<file path="config.mk">
export PLATFORM = sky130hd
export DESIGN_NAME = joy_db15_tx
export DESIGN_NICKNAME = d
export VERILOG_FILES = /design/src/rtl/joy_db15_pkg.sv /design/src/rtl/joy_db15_tx_sync_edge.sv /design/src/rtl/joy_db15_tx.sv
export SDC_FILE = /design/constraint.sdc
export NUM_CORES = 1
export LEC_CHECK = 0
export CAP_MARGIN = 10
export CORE_ASPECT_RATIO = 1.5
export CORE_MARGIN = 2
export CORE_UTILIZATION = 65
export DETAILED_ROUTE_END_ITERATION = 10
export DONT_BUFFER_PORTS = 1
export GPL_TIMING_DRIVEN = 0
export PLACE_DENSITY = 0.8
export SLEW_MARGIN = 10
export SYNTH_ARGS = -nofsm -noshare
export SYNTH_HDL_FRONTEND = slang
export SYNTH_SLANG_ARGS = --single-unit
</file>
<file path="constraint.sdc">
create_clock -name clk -period 5 [get_ports clk]
set_clock_uncertainty 0.05 [all_clocks]
set_input_delay 0 -clock clk [delete_from_list [all_inputs] [get_ports clk]]
set_output_delay 0 -clock clk [all_outputs]
set_load 0.005 [all_outputs]
</file>
<file path="src/rtl/joy_db15_pkg.sv">
// Shared constants, state type and frame builder for the DB15 joystick transmitter.
package joy_db15_pkg;

    localparam int unsigned FRAME_BITS_DEF = 24;
    localparam int unsigned P2_OFFSET      = 12;

    // Button positions within a player's 12-bit field
    typedef enum int unsigned {
        BTN_R  = 0,
        BTN_L  = 1,
        BTN_D  = 2,
        BTN_U  = 3,
        BTN_A  = 4,
        BTN_B  = 5,
        BTN_C  = 6,
        BTN_D_ = 7,
        BTN_E  = 8,
        BTN_F  = 9,
        BTN_S  = 10,
        BTN_LS = 11
    } btn_e;

    typedef enum logic {
        ST_LOAD  = 1'b0,
        ST_SHIFT = 1'b1
    } tx_state_e;

    // Player 1 occupies the low half, player 2 the high half; bits [15:12] dropped
    function automatic logic [FRAME_BITS_DEF-1:0] build_frame(input logic [15:0] j1,
                                                              input logic [15:0] j2);
        build_frame = {j2[P2_OFFSET-1:0], j1[P2_OFFSET-1:0]};
    endfunction

endpackage

</file>
<file path="src/rtl/joy_db15_tx_sync_edge.sv">
// Two-flop synchronizer (idles high) with a registered-history edge detector.
module sync_edge (
    input  logic clk,
    input  logic reset,
    input  logic din,
    output logic level,
    output logic rise_c,
    output logic fall_c
);

    logic s1, s2, s3;

    always_ff @(posedge clk or posedge reset) begin
        if (reset) begin
            s1 <= 1'b1;
            s2 <= 1'b1;
            s3 <= 1'b1;
        end else begin
            s1 <= din;
            s2 <= s1;
            s3 <= s2;
        end
    end

    assign level  = s2;
    assign rise_c = s2 & ~s3;
    assign fall_c = ~s2 & s3;

endmodule

</file>
<file path="src/rtl/joy_db15_tx.sv">
// DB15 splitter emulation: latches both players while JOY_LOAD is low and shifts
// the active-low frame out on JOY_DATA, one bit per JOY_CLK rising edge.
module joy_db15_tx
    import joy_db15_pkg::*;
#(
    parameter  int unsigned FRAME_BITS  = FRAME_BITS_DEF,
    parameter  int unsigned TIMEOUT_CYC = 2_500_000,
    localparam int unsigned IDX_W       = $clog2(FRAME_BITS + 1),
    localparam int unsigned WD_W        = $clog2(TIMEOUT_CYC + 1)
) (
    input  logic             clk,
    input  logic             reset,
    input  logic [15:0]      joystick1,
    input  logic [15:0]      joystick2,
    input  logic             joy_clk,
    input  logic             joy_load,
    output logic             joy_data,
    output logic             frame_done,
    output logic             link_active,
    output logic [IDX_W-1:0] bit_index
);

    logic load_lvl, load_fall, clk_rise;
    logic unused_load_rise, unused_clk_lvl, unused_clk_fall;

    sync_edge u_sync_load (
        .clk    (clk),
        .reset  (reset),
        .din    (joy_load),
        .level  (load_lvl),
        .rise_c (unused_load_rise),
        .fall_c (load_fall)
    );

    sync_edge u_sync_clk (
        .clk    (clk),
        .reset  (reset),
        .din    (joy_clk),
        .level  (unused_clk_lvl),
        .rise_c (clk_rise),
        .fall_c (unused_clk_fall)
    );

    logic [FRAME_BITS-1:0] frame_c;
    assign frame_c = FRAME_BITS'(build_frame(joystick1, joystick2));

    tx_state_e             state_q, state_d;
    logic [FRAME_BITS-1:0] shreg_q, shreg_d;
    logic [IDX_W-1:0]      idx_d;
    logic                  done_d;

    always_ff @(posedge clk or posedge reset) begin
        if (reset) begin
            state_q    <= ST_SHIFT;
            shreg_q    <= '1;
            bit_index  <= IDX_W'(FRAME_BITS);
            frame_done <= 1'b0;
        end else begin
            state_q    <= state_d;
            shreg_q    <= shreg_d;
            bit_index  <= idx_d;
            frame_done <= done_d;
        end
    end

    // First SHIFT cycle only freezes the snapshot; a coincident clock edge is dropped
    always_comb begin
        state_d = state_q;
        shreg_d = shreg_q;
        idx_d   = bit_index;
        done_d  = 1'b0;
        if (!load_lvl) begin
            state_d = ST_LOAD;
            shreg_d = ~frame_c;
            idx_d   = '0;
        end else if (state_q == ST_LOAD) begin
            state_d = ST_SHIFT;
        end else if (clk_rise) begin
            shreg_d = {1'b1, shreg_q[FRAME_BITS-1:1]};
            if (bit_index != IDX_W'(FRAME_BITS)) begin
                idx_d  = bit_index + IDX_W'(1);
                done_d = (bit_index == IDX_W'(FRAME_BITS - 1));
            end
        end
    end

    assign joy_data = shreg_q[0];

    logic [WD_W-1:0] wd_cnt;

    // Link watchdog: restarted by every load, saturates at the timeout
    always_ff @(posedge clk or posedge reset) begin
        if (reset) begin
            wd_cnt      <= '0;
            link_active <= 1'b0;
        end else if (load_fall) begin
            wd_cnt      <= '0;
            link_active <= 1'b1;
        end else if (wd_cnt != WD_W'(TIMEOUT_CYC)) begin
            wd_cnt <= wd_cnt + WD_W'(1);
            if (wd_cnt == WD_W'(TIMEOUT_CYC - 1))
                link_active <= 1'b0;
        end
    end

endmodule
</file>
# --- Word level (Yosys, flattened, before mapping) ---
# Index checks and enable logic that the tools add are counted.
classes:
  n_eq_ne: 7
  muxes: 17
  n_reduce_logical: 5
  bitwise_logic: 5
  addsub: 2
op_table:
  columns: ["operator", "count"]
  rows:
  - ["$mux W24", 3]
  - ["$mux W22", 2]
  - ["$not A24 Y24", 1]
  - ["$add A22 B1 Y22 const B", 1]
  - ["$eq A22 B22 Y1 const B", 1]
  - ["$ne A22 B22 Y1 const B", 1]
  - ["$mux W5", 4]
  - ["$mux W1", 8]
  - ["$ne A2 B2 Y1 const B", 3]
  - ["$add A5 B1 Y5 const B", 1]
  - ["$eq A5 B5 Y1 const B", 1]
  - ["$ne A5 B5 Y1 const B", 1]
  - ["$reduce_and A2 Y1", 2]
  - ["$reduce_bool A2 Y1", 2]
  - ["$reduce_and A3 Y1", 1]
  - ["$and A1 B1 Y1", 2]
  - ["$not A1 Y1", 2]
totals:
  ff_bits: 60
  wordCells: 48
  input_bits: 36
  output_inout_bits: 8

# --- Logic depth before layout (Yosys ltp) ---
depth:
  depth_word: 5
  depth_mapped: 6
  ltp_nobuf: 6

# --- Modules after synthesis ---
# A second synthesis with hierarchy kept.
unflattened:
  cells_unflattened: 248
  hier_area_um2: 2940.3
by_module_without_submodules:
  columns: ["module", "cells_per_inst", "area_per_inst_um2", "seq_area_each_um2", "n_inst"]
  rows:
  - ["joy_db15_tx", 236, 2745.1, 1385.1, 1]
  - ["sync_edge", 6, 97.6, 78.8, 2]

# --- Least setup slack after synthesis ---
# OpenSTA, ideal clock, no wires.
synth_timing:
  path_kind: "register -> register"
  start: "register wd_cnt[0]"
  end: "register wd_cnt[20]"
  n_path_buf: 0
  setup_time_ns: 0.120
  path_slack_ns: 3.405
  arrival_ns: 1.426
  path_stages_with_launch: 6
  period_less_slack_ns: 1.595
  required_ns: 4.830
  path_cell_list: "dfrtp_1 -> ha_1 -> nand4_2 -> nor4_4 -> a21oi_1 -> a31o_1"
synth_between:
  elab_chain_len: 3
  word_cells_on_any_way: 5
  cone_classes: "add/sub (1); eq/ne (1); mux (2); reduce/logical (1)"
synth_lines:
  columns: ["item", "line_no", "source"]
  rows:
  - ["start, declared", "joy_db15_tx.sv:89", "logic [WD_W-1:0] wd_cnt;"]
  - ["start signal, assigned", "joy_db15_tx.sv:100", "wd_cnt <= wd_cnt + WD_W'(1);"]
  - ["$add A22 B1 Y22", "joy_db15_tx.sv:100", null]
  - ["$mux W22", "joy_db15_tx.sv:99", "end else if (wd_cnt != WD_W'(TIMEOUT_CYC)) begin"]
  - ["$mux W22", "joy_db15_tx.sv:96", "end else if (load_fall) begin"]
# Several ways; a longest one is shown, not always the timed one. The select of a mux whose other input is x is not followed.
# A chain may end at the register's enable or synchronous reset.

# --- Final worst setup path ---
layout_timing:
  start: "register u_sync_load.s2 (netlist: u_sync_load.level)"
  end: "register wd_cnt[2]"
layout_between:
  elab_chain_len: 3
  word_cells_on_any_way: 4
  cone_classes: "mux (1); bitwise (2); reduce/logical (1)"
layout_lines:
  columns: ["item", "line_no", "source"]
  rows:
  - ["start, declared", "joy_db15_tx_sync_edge.sv:11", "logic s1, s2, s3;"]
  - ["start signal, assigned", "joy_db15_tx_sync_edge.sv:16", "s2 <= 1'b1;"]
  - ["start signal, assigned", "joy_db15_tx_sync_edge.sv:20", "s2 <= s1;"]
  - ["$not A1 Y1 *", "joy_db15_tx_sync_edge.sv:27", "assign fall_c = ~s2 & s3;"]
  - ["$and A1 B1 Y1 *", "joy_db15_tx_sync_edge.sv:27", null]
  - ["$mux W22 / $reduce_bool A2 Y1 (equally long branches)", null, null]
# Mark *: on every way between the ends. The rest lies on a longest branch, timed or not.

==> out/qor.yml <==
worst-r2r-cell-count: 5
netlist_top_cells_count: "mux2i_1 (51), dfstp_2 (32), dfrtp_1 (27)"
syn_nets: 289
synth_top_area_share_pct: 29.1
ant_nets: 0
ys_ff_latch: 59
yosys-top-cells-area: "dfstp_2 (29%), dfrtp_1 (23%), mux2i_1 (18%)"
vias_per_cell: 6.05
worstMarginPinSlew_ns: 0.728
power.density_nw_per_um2: 347
die_h_um: 85.7
clockBufferDepth: 2
syn2layout_area_growth_pct: 19.9
grt_pass1_vias: 2228
clock-sinks: 59
grt_max_degree: 35
drt_iter0_drc: 118
netlist_area_um2: 2890
portBuffers: 0
yosysMostFrequentCell: "mux2i_1"
crit_arrival_ns: 2.08
core_area_um2: 4250
post_cts_buffers: 0
ys_seq_area_share_pct: 52.4
drtPass1Iterations: 4
relSlewSlack_pct: 51.5
clk_pin_slew_ns: 0.07
maxCapViolCount: 0
reg2reg_slack_ns: 3.12
dp_slack_ns: 3.16
hold_viol_final: 0
die-area_um2: 5010
finalSetupViolations: 0
routed_wl_mm: 6.40
cts-root-buf: "clkbuf_8"
drv_slew: 0
drive_gt1_share_pct: 19.8
ctsResizeCount: 0
wl_per_cell_um: 18.9
grt_usage_pct: 29.1
finalPower_mw: 1.20
grt_overflow: 0
dpl_cell_area_um2: 2970
reg2reg_from: "u_sync_load.level"
vdd_drop_max_uv: 335
pin_count: 44
die_width_um: 58.5
vias: 2052
postCtsHoldBufs: 27
yosysWarnings: 0
grt_pass1_wl_mm: 10.6
synth_cells: 249
critPathCaptureType: "flip-flop"
period_minus_slack_ns: 1.88
hpwl_mm: 3.74
setup_tns_ns: 0
initial_core_util_pct: 68.1
status: "completed"
ys.flop_type: "dfstp_2"
cp.required_ns: 5.20
avgSynthCellArea_um2: 11.6
netlist-cell-type-count: 37
final_area_um2: 3470
globalplace.congestion: 0.827
n_antenna_cell: 0
setup_ws_ns: 3.12
clkLatencyLatePin_ns: 0.35
r2r_end: "wd_cnt[2]"
utilization_pct: 81.7
rows: 29
holdCritPathClass: "in2async"
cp_max_fo: 10
antenna_found_initial: 0
path_class: "reg2reg"
synth_area_leader_cell: "dfstp_2"
drc: 0
h-tree-depth: 3
start_kind: "flip-flop"
cts_tree: "built"
async_flop_share_pct: 100
fmax_mhz: 532
rsz0062_at_grt: "no"
finalCritPeriodShare_pct: 37.6
p_leak_nw: 1.51
synth-edff-count: 0
nNetsFinal: 328
cts_buffers: 9
==> how the worst max path moves through the flow <==
stage                      start         end  slack (ns)  cells after the start
5_1_grt        u_sync_load.level  wd_cnt[13]        2.97                      6
2_1_floorplan          wd_cnt[0]  wd_cnt[20]        3.40                      5
6_report       u_sync_load.level   wd_cnt[2]        3.12                      5
3_5_place_dp   u_sync_load.level  wd_cnt[17]        3.16                      6
4_1_cts        u_sync_load.level  wd_cnt[17]        3.14                      6
3_3_place_gp               reset   wd_cnt[2]        2.98                      1
==> cell type report <==
class | instances | area [um2]
sequential | 59 | 1520
multi-input combinational | 171 | 1300
fill | 253 | 778
timing repair buffer | 28 | 290
clock buffer | 12 | 155
clock inverter | 4 | 72.6
tap | 46 | 57.6
buffer | 12 | 48.8
inverter | 7 | 26.3
==> critical path, stage by stage (launching register included) <==
cell and delay [ns]:
dfstp_2 0.53, clkbuf_1 0.17, nand2b_1 0.26, clkbuf_1 0.42, nand3b_1 0.14, o21ai_0 0.22
==> registers in the layout, indices dropped and copies added, names as in the netlist <==
register	count
bit_index	5
frame_done	1
link_active	1
shreg_q	24
state_q	1
u_sync_clk.level	1
u_sync_clk.s1	1
u_sync_clk.s3	1
u_sync_load.level	1
u_sync_load.s1	1
wd_cnt	22
==> metrics by stage <==
stage	instances	hold WS, ns
floorplan	249	-0.0455
global placement	295	-0.0455
detailed placement	296	-0.0873
CTS	339	0.115
global route	339	0.156
finish	339	0.127
==> per-layer routing <==
layer  GRT usage [%]  vias up  share of wire, %
met4            10.6        0               2.0
met1            32.2     1020                39
met5               0        -                 0
met3            7.69       11               4.0
li1                -      962                 -
met2            52.1       59                55
==> cells in the final DEF, fill, tap and decap left out, types with 2 or more instances in the layout <==
cell	instances
buf_2	3
inv_1	6
clkbuf_8	11
nor4b_1	3
and3_1	3
nand3b_1	3
nor3_1	4
mux2i_1	51
ha_1	4
dlygate4sd3_1	27
nand2_1	17
xor2_1	2
and2_1	5
or3_1	2
dfstp_2	32
o21ai_0	3
bufinv_16	2
xnor2_1	12
nand3_1	6
a21oi_1	6
clkbuf_1	10
nor2_1	18
nor4_1	3
nand2b_1	3
nand4_1	8
nor4_4	2
dfrtp_1	27
a31o_1	4
==> power by group <==
part | switching, mW | leakage [nW] | internal, mW | total, mW
Combinational | 0.0683 | 0.697 | 0.0610 | 0.129
Sequential | 0.0375 | 0.703 | 0.535 | 0.573
Clock | 0.194 | 0.113 | 0.307 | 0.501
==> kinds of logic after synthesis <==
group / Yosys count / share of synthesized area, %
simple gates: 85 / 17.5
flops: 59 / 52.4
mux: 51 / 17.7
buf+inv: 19 / 2.60
compound gates: 17 / 3.85
xor+xnor: 14 / 4.24
fa+ha+maj: 4 / 1.73
Note: power is estimated with default switching activity, not from simulation.
